<file path="config.mk">
export PLATFORM = sky130hd
export DESIGN_NAME = motoro3_pwm_multich_gen_flat
export DESIGN_NICKNAME = d
export VERILOG_FILES = /design/src/rtl/motoro3_pwm_multich_gen_if.sv /design/src/rtl/motoro3_pwm_multich_gen.sv /design/src/flat_wrapper.sv
export SDC_FILE = /design/constraint.sdc
export NUM_CORES = 1
export LEC_CHECK = 0
export BUFFER_PORTS_ARGS = -buffer_cell sky130_fd_sc_hd__clkbuf_2
export CORE_UTILIZATION = 50
export CTS_BUF_LIST = sky130_fd_sc_hd__clkbuf_4 sky130_fd_sc_hd__clkbuf_8 sky130_fd_sc_hd__clkbuf_16
export CTS_CLUSTER_SIZE = 20
export DETAILED_ROUTE_END_ITERATION = 7
export PLACE_DENSITY = 0.76
export SLEW_MARGIN = 20
export SYNTH_ARGS = -nofsm -noshare
export SYNTH_HDL_FRONTEND = slang
export SYNTH_SLANG_ARGS = --single-unit
</file>
<file path="constraint.sdc">
create_clock -name clk -period 8.55 [get_ports clk]
set_input_delay 0.4275 -clock clk [delete_from_list [all_inputs] [get_ports clk]]
set_output_delay 0.4275 -clock clk [all_outputs]
set_load 0.05 [all_outputs]
</file>
<file path="src/rtl/motoro3_pwm_multich_gen_if.sv">
// Control/status bundle between the step/sequence logic (master) and the
// multi-channel PWM generator (slave).
interface motoro3_pwm_multich_gen_if #(
  parameter int NCH   = 3,
  parameter int CNT_W = 12,
  parameter int POS_W = 16
);
  logic                   pwmActive;
  logic                   frameStart;
  logic [CNT_W-1:0]       periodLen;
  logic [CNT_W-1:0]       minOn;
  logic [NCH*POS_W-1:0]   duty;
  logic [NCH-1:0]         pwm;
  logic                   periodTick;
  logic [NCH*POS_W-1:0]   lostAbs;

  modport master (
    output pwmActive, frameStart, periodLen, minOn, duty,
    input  pwm, periodTick, lostAbs
  );

  modport slave (
    input  pwmActive, frameStart, periodLen, minOn, duty,
    output pwm, periodTick, lostAbs
  );
endinterface

</file>
<file path="src/rtl/motoro3_pwm_multich_gen.sv">
// Multi-channel PWM generator: one shared period counter, per-channel
// left-aligned pulses with fractional remainder carry, runtime minimum
// on-time and clipping to the period. All state advances on the falling
// clock edge.
// Optional macro PWM_LOST_STAT_EN: per-channel |wanted - emitted| on-time
// statistics over each frame, reported on lostAbs; tied to 0 otherwise.
module motoro3_pwm_multich_gen #(
  parameter int NCH   = 3,
  parameter int CNT_W = 12,
  parameter int POS_W = 16
) (
  input  logic                    clk,
  input  logic                    nRst,
  motoro3_pwm_multich_gen_if.slave bus_if
);

  localparam int EXT_W = (POS_W > CNT_W) ? POS_W : CNT_W;

  // Saturating unsigned add at POS_W+1 bits, clamped to 2^POS_W-1.
  function automatic logic [POS_W-1:0] sat_add(input logic [POS_W-1:0] a,
                                                input logic [POS_W-1:0] b);
    logic [POS_W:0] s;
    s = {1'b0, a} + {1'b0, b};
    return s[POS_W] ? {POS_W{1'b1}} : s[POS_W-1:0];
  endfunction

  function automatic logic [EXT_W-1:0] min_ext(input logic [EXT_W-1:0] a,
                                               input logic [EXT_W-1:0] b);
    return (a < b) ? a : b;
  endfunction

  logic [CNT_W-1:0]            pcnt_q, pcnt_d;
  logic [NCH-1:0][CNT_W-1:0]   on_cnt_q, on_cnt_d;
  logic [NCH-1:0][POS_W-1:0]   remain_q, remain_d;
  logic                        activeD_q;
  logic                        tick_q, tick_d;

  logic                        bnd;
  logic                        clr_rem;
  logic [NCH-1:0][CNT_W-1:0]   on_new;
  logic [NCH-1:0][POS_W-1:0]   rem_new;
  logic [NCH-1:0]              pwm_w;

  // A boundary is the natural period end, a frame mark, or the first
  // active cycle after idle; the latter two also discard remainders.
  assign bnd     = bus_if.pwmActive &
                   ((pcnt_q == CNT_W'(1)) | bus_if.frameStart | ~activeD_q);
  assign clr_rem = bus_if.frameStart | ~activeD_q;

  for (genvar k = 0; k < NCH; k++) begin : g_ch
    logic [POS_W-1:0] r;
    logic [POS_W-1:0] sum;
    logic [EXT_W-1:0] sum_x;
    logic [EXT_W-1:0] on_x;

    assign r     = clr_rem ? '0 : remain_q[k];
    assign sum   = sat_add(r, bus_if.duty[k*POS_W +: POS_W]);
    assign sum_x = EXT_W'(sum);
    // Below minOn the whole sum is deferred; otherwise clip to the period
    // and carry the excess into the next period.
    assign on_x  = (sum_x >= EXT_W'(bus_if.minOn)) ?
                   min_ext(sum_x, EXT_W'(bus_if.periodLen)) : '0;
    assign on_new[k]  = CNT_W'(on_x);
    assign rem_new[k] = sum - POS_W'(on_x);
    assign pwm_w[k]   = (on_cnt_q[k] != '0);
  end

  // Next-state for period counter, per-channel on-counters and remainders.
  always_comb begin
    pcnt_d   = pcnt_q;
    on_cnt_d = on_cnt_q;
    remain_d = remain_q;
    tick_d   = 1'b0;
    if (!bus_if.pwmActive) begin
      pcnt_d   = bus_if.periodLen;
      on_cnt_d = '0;
      remain_d = '0;
    end else if (bnd) begin
      pcnt_d   = bus_if.periodLen;
      tick_d   = 1'b1;
      on_cnt_d = on_new;
      remain_d = rem_new;
    end else begin
      pcnt_d = pcnt_q - CNT_W'(1);
      for (int k = 0; k < NCH; k++) begin
        if (on_cnt_q[k] != '0) begin
          on_cnt_d[k] = on_cnt_q[k] - CNT_W'(1);
        end
      end
    end
  end

  // Core state registers. The counter is reloaded from periodLen on the
  // first boundary after run enable, so a constant reset value is used to
  // keep the asynchronous reset path free of data inputs.
  always_ff @(negedge clk or negedge nRst) begin
    if (!nRst) begin
      pcnt_q    <= '0;
      on_cnt_q  <= '0;
      remain_q  <= '0;
      activeD_q <= 1'b0;
      tick_q    <= 1'b0;
    end else begin
      pcnt_q    <= pcnt_d;
      on_cnt_q  <= on_cnt_d;
      remain_q  <= remain_d;
      activeD_q <= bus_if.pwmActive;
      tick_q    <= tick_d;
    end
  end

  assign bus_if.pwm        = pwm_w;
  assign bus_if.periodTick = tick_q;

`ifdef PWM_LOST_STAT_EN
  logic [NCH-1:0][POS_W-1:0] want_q, want_d;
  logic [NCH-1:0][POS_W-1:0] real_q, real_d;
  logic [NCH-1:0][POS_W-1:0] lost_q, lost_d;
  logic [NCH-1:0][POS_W-1:0] real_inc;
  logic [NCH-1:0][POS_W-1:0] lost_new;

  for (genvar k = 0; k < NCH; k++) begin : g_stat
    // The current cycle's output still belongs to the frame being closed.
    assign real_inc[k] = sat_add(real_q[k], POS_W'(pwm_w[k]));
    assign lost_new[k] = (want_q[k] >= real_inc[k]) ? (want_q[k] - real_inc[k])
                                                    : (real_inc[k] - want_q[k]);
  end

  // Next-state for wanted/emitted accumulators and the per-frame result.
  always_comb begin
    want_d = want_q;
    real_d = real_q;
    lost_d = lost_q;
    if (!bus_if.pwmActive) begin
      want_d = '0;
      real_d = '0;
    end else begin
      real_d = real_inc;
      if (bnd) begin
        for (int k = 0; k < NCH; k++) begin
          want_d[k] = bus_if.frameStart ? bus_if.duty[k*POS_W +: POS_W]
                                        : sat_add(want_q[k], bus_if.duty[k*POS_W +: POS_W]);
        end
      end
      if (bus_if.frameStart) begin
        lost_d = lost_new;
        real_d = '0;
      end
    end
  end

  // Statistics registers.
  always_ff @(negedge clk or negedge nRst) begin
    if (!nRst) begin
      want_q <= '0;
      real_q <= '0;
      lost_q <= '0;
    end else begin
      want_q <= want_d;
      real_q <= real_d;
      lost_q <= lost_d;
    end
  end

  assign bus_if.lostAbs = lost_q;
`else
  assign bus_if.lostAbs = '0;
`endif

endmodule

</file>
<file path="src/flat_wrapper.sv">
// flat-port wrapper written by rule: the top's interface ports become plain ports
module motoro3_pwm_multich_gen_flat 
#(
  parameter int NCH   = 3,
  parameter int CNT_W = 12,
  parameter int POS_W = 16
)
  (clk, nRst, bus_if_pwmActive, bus_if_frameStart, bus_if_periodLen, bus_if_minOn, bus_if_duty, bus_if_pwm, bus_if_periodTick, bus_if_lostAbs);
  motoro3_pwm_multich_gen_if #(.NCH(NCH), .CNT_W(CNT_W), .POS_W(POS_W)) bus_if_i ();
  input  logic clk;
  input  logic nRst;
  input wire logic [$bits(bus_if_i.pwmActive)-1:0] bus_if_pwmActive;
  input wire logic [$bits(bus_if_i.frameStart)-1:0] bus_if_frameStart;
  input wire logic [$bits(bus_if_i.periodLen)-1:0] bus_if_periodLen;
  input wire logic [$bits(bus_if_i.minOn)-1:0] bus_if_minOn;
  input wire logic [$bits(bus_if_i.duty)-1:0] bus_if_duty;
  output wire logic [$bits(bus_if_i.pwm)-1:0] bus_if_pwm;
  output wire logic [$bits(bus_if_i.periodTick)-1:0] bus_if_periodTick;
  output wire logic [$bits(bus_if_i.lostAbs)-1:0] bus_if_lostAbs;
  assign bus_if_i.pwmActive = bus_if_pwmActive;
  assign bus_if_i.frameStart = bus_if_frameStart;
  assign bus_if_i.periodLen = bus_if_periodLen;
  assign bus_if_i.minOn = bus_if_minOn;
  assign bus_if_i.duty = bus_if_duty;
  assign bus_if_pwm = bus_if_i.pwm;
  assign bus_if_periodTick = bus_if_i.periodTick;
  assign bus_if_lostAbs = bus_if_i.lostAbs;
  motoro3_pwm_multich_gen #(.NCH(NCH), .CNT_W(CNT_W), .POS_W(POS_W)) u_core (.clk(clk), .nRst(nRst), .bus_if(bus_if_i));
endmodule
</file>
After elaboration in Yosys (flattened, before gate mapping)
Cells that the tools add are included.
{ "totals": {"regBits": 98, "in_bits": 76, "out_inout_bits": 52, "word_cells": 61} }
{ "classes": {"n_addsub": 10, "magnitude_cmp": 6, "n_eq_ne": 5, "mux": 23, "bitwise_logic": 5, "reduce_logical": 3} }
{ "op_table": {"columns": ["cell", "n"], "rows": [
  ["$mux 16", 12],
  ["$mux 48", 2],
  ["$mux 36", 2],
  ["$mux 12", 5],
  ["$add 16x16->17", 3],
  ["$ge 16x12->1", 3],
  ["$lt 16x12->1", 3],
  ["$sub 12x1->12 const B", 4],
  ["$sub 16x16->16", 3],
  ["$reduce_bool 12->1", 3],
  ["$eq 12x1->1 const B", 1],
  ["$ne 3x1->1 const B", 3],
  ["$or 1x1->1", 3],
  ["$mux 1", 2],
  ["$ne 2x1->1 const B", 1],
  ["$and 1x1->1", 1],
  ["$not 1->1", 1]
]} }

Longest topological paths before layout
{ "depth": {"depth_word": 11, "ltp_mapped": 35, "ltp_nobuf": 33} }

==> metrics.txt <==
Via Count=roughly 15000; Placed Instances=approximately 2200; Die H=approximately 160 um; final worst slack=-2.48 ns; slowest stage cell on the critical path=a221o_1; layout cells sized above 1=0.408; Worst Hold Class=reg -> reg; commonest non-fill, non-tap cell in the layout=buf_4; syn_area_per_cell=8.09 um2; setup violators final=84; DRT Wirelength=52.4 mm; Synth Area in XOR/XNOR=0.0701; final std cells w/o fill=roughly 2300; PD cells=between 200 and 250 mW/mm2; Worst Path Max Fanout=11; Core Footprint=roughly 0.024 mm2; FFs w/ async S/R, synth=1.00; FF+latch count, synth=~100; Worst-Skew Late Latency=around 0.37 ns; EDFF count, synth=0; most used cell along the critical path=buf_4; Crit. End Element=flip-flop; CTS sink count=between 90 and 100; Required @ worst endpoint=around 4.5 ns; sequential share of the synthesized area=0.202; Slew Limit Headroom=0.319; Final Max Slew Viols=0; mux cell area share after synthesis=0.0275; leak pwr=approximately 0.0088 uW; dpl hpwl=between 30 and 40 mm; clock root buffer=clkbuf_16; ys flop type=dfrtn_1; YS warnings=0; Synth Area in Compound Gates=0.218; CTS buffer count=9; library cells used by synthesis=between 80 and 90; hold buffers post-CTS=0; residual DRC count=5; Worst-path clk slew=about 0.05 ns; initial drt markers=around 1800; number of global-route vias before repair=13975; die area=between 0.02 and 0.025 mm2; Worst Skew=approximately 0.012 ns; largest family of logic cells by synthesized area=simple AND/OR/NAND/NOR gates; Detailed Routing Iterations Pass 1=8; metal1 wirelength=between 15 and 20 mm; largest net degree at the start of global routing=between 60 and 70; Slew @ Worst Pin=around 1 ns; Cells after Synth=about 1500; synthesized area=0.0121 mm2; peak supply drop=0.000140 V; crit start category=input pin; Core Util, Final=0.765; Starting Density=0.513; Max-Cap Viols=0; Worst path max stage delay=between 0.3 and 0.4 ns; P&R area growth vs syn=49.1%; Highest Signal Layer=met4; Die W=158 um; Area after DPL=about 0.016 mm2; CTS Buffer Depth=2; fin nets=2272; Worst EP arrival=approximately 7.0 ns; Hold Vio Cnt, Final=0; Avg Vias per Cell=about 6.3; status=finished, violations left; failing checks=design-rule violations, negative setup slack; I/O Buffers=roughly 80; H-Tree Depth=3; RSZ-0062 raised after global routing=true; # rows=56; most frequent cells in the layout=buf_4 (432), nand2_1 (142), ha_1 (127), nor2_1 (114), dfrtn_1 (98); Met2 Wirelength=~24 mm; antenna viol nets, final=0; first-pass GRT wire length=72.2 mm; simple logic cell fraction of the synthesized area=0.230; initial antenna violation count=2; # IOs=128; TritonCTS clock tree=built; wire length on met3=6.30 mm; Final Wtd Congestion=around 1; design area=roughly 0.018 mm2; synthesized-area fraction occupied by adder cells=0.185; WL/cell=~22 um; total congestion overflow=0; CP Class=in -> reg; GRT Total Usage=0.379
## repair_timing
action,CTS,global route
buffers inserted,70,32
endpoints found under the hold margin,0,0
resized for setup,163,66
pin swaps,124,72
endpoints found under the setup margin,84,84
gates cloned,2,0
## synthesized netlist by cell type, types with 9 or more instances
cell type  count  share of area
ha_1         170           0.18
nand2_1      160          0.050
nor2_1       133          0.041
dfrtn_1       98           0.20
a21oi_1       87          0.036
o21ai_0       71          0.029
inv_1         66          0.020
and2_1        57          0.029
xnor2_1       56          0.040
buf_4         48          0.030
nor3_1        46          0.019
xor2_1        41          0.030
a211oi_1      34          0.021
nand3_1       33          0.014
a21o_1        31          0.019
clkbuf_1      30         0.0093
mux2i_1       22          0.018
or2_1         22          0.011
nor2b_1       21          0.011
o21a_1        16         0.0099
a31oi_1       15         0.0077
nand2b_1      15         0.0077
nand4_1       15         0.0077
or3_1         14         0.0072
o211ai_1      12         0.0074
a211oi_2      10          0.010
and3_1        10         0.0052
nor4_1         9         0.0046
o22ai_1        9         0.0046
## routing by layer
metal  track usage  vias to the layer above
met4         0.215                        0
met2         0.633                     1162
met3        0.0975                      433
li1              -                     6335
met1         0.441                     6852
met5             0                        -
## state kept, by name (all words and copies together), names as in the netlist
signal and cells:
u_core.activeD_q 1, u_core.bus_if.periodTick 1, u_core.pcnt_q 12, u_core.on_cnt_q 36
u_core.remain_q 48
## report_power, final
part           total [uW]  switching, uW  internal [uW]
logic                2780           1450           1320
registers             660           79.9            580
clock network         440            227            213
## critical path: cells and delay by family
kind | cells | cell delay, ns
compound gates | 13 | 2.74
buf+inv | 9 | 1.35
simple gates | 8 | 1.14
fa+ha+maj | 3 | 0.82
mux | 1 | 0.34
xor+xnor | 1 | 0.14
## final timing paths
| path | start | endpoint | slack [ns] | depth (start not counted) |
|---|---|---|---|---|
| max | bus_if_frameStart | u_core.remain_q[47] | -2.48 | 35 |
| min | u_core.remain_q[47] | u_core.remain_q[47] | 0.43 | 2 |
| max reg2reg | u_core.activeD_q | u_core.remain_q[47] | 1.48 | 35 |
| min reg2reg | u_core.remain_q[47] | u_core.remain_q[47] | 0.43 | 2 |
| max in group asynchronous | nRst | u_core.remain_q[2] | 3.13 | 2 |
| min in group asynchronous | nRst | u_core.remain_q[29] | 4.35 | 1 |
## cells by family (layout without fill, tap and decap cells)
logic type / count (synthesis) / after routing
xor+xnor: 97 / 97
buf+inv: 156 / 628
simple gates: 565 / 565
flops: 98 / 98
mux: 30 / 30
fa+ha+maj: 176 / 176
compound gates: 374 / 374
other cells: 2 / 58
## area by class of cell
type                       instances  area, um2
multi-input combinational       1299      10500
fill                            1402       5550
timing repair buffer             545       4130
sequential                        98       2450
tap                              319        399
inverter                          67        251
clock buffer                      10        239
clock inverter                     6       55.1
antenna                            1       2.50
## metrics by stage
stage	hold WS [ns]	TNS (ns)	total power, uW	setup WS, ns
after floorplan	0.402	-91.01	1990	-2.37
after global placement	0.420	-115.58	2710	-2.46
after detailed placement	0.440	-127.51	2780	-2.55
after CTS	0.440	-86.66	3490	-1.97
after global routing	0.461	-128.16	4050	-2.61
final	0.430	-116.68	3880	-2.48
No activity file was read; power rests on OpenSTA's default activity.
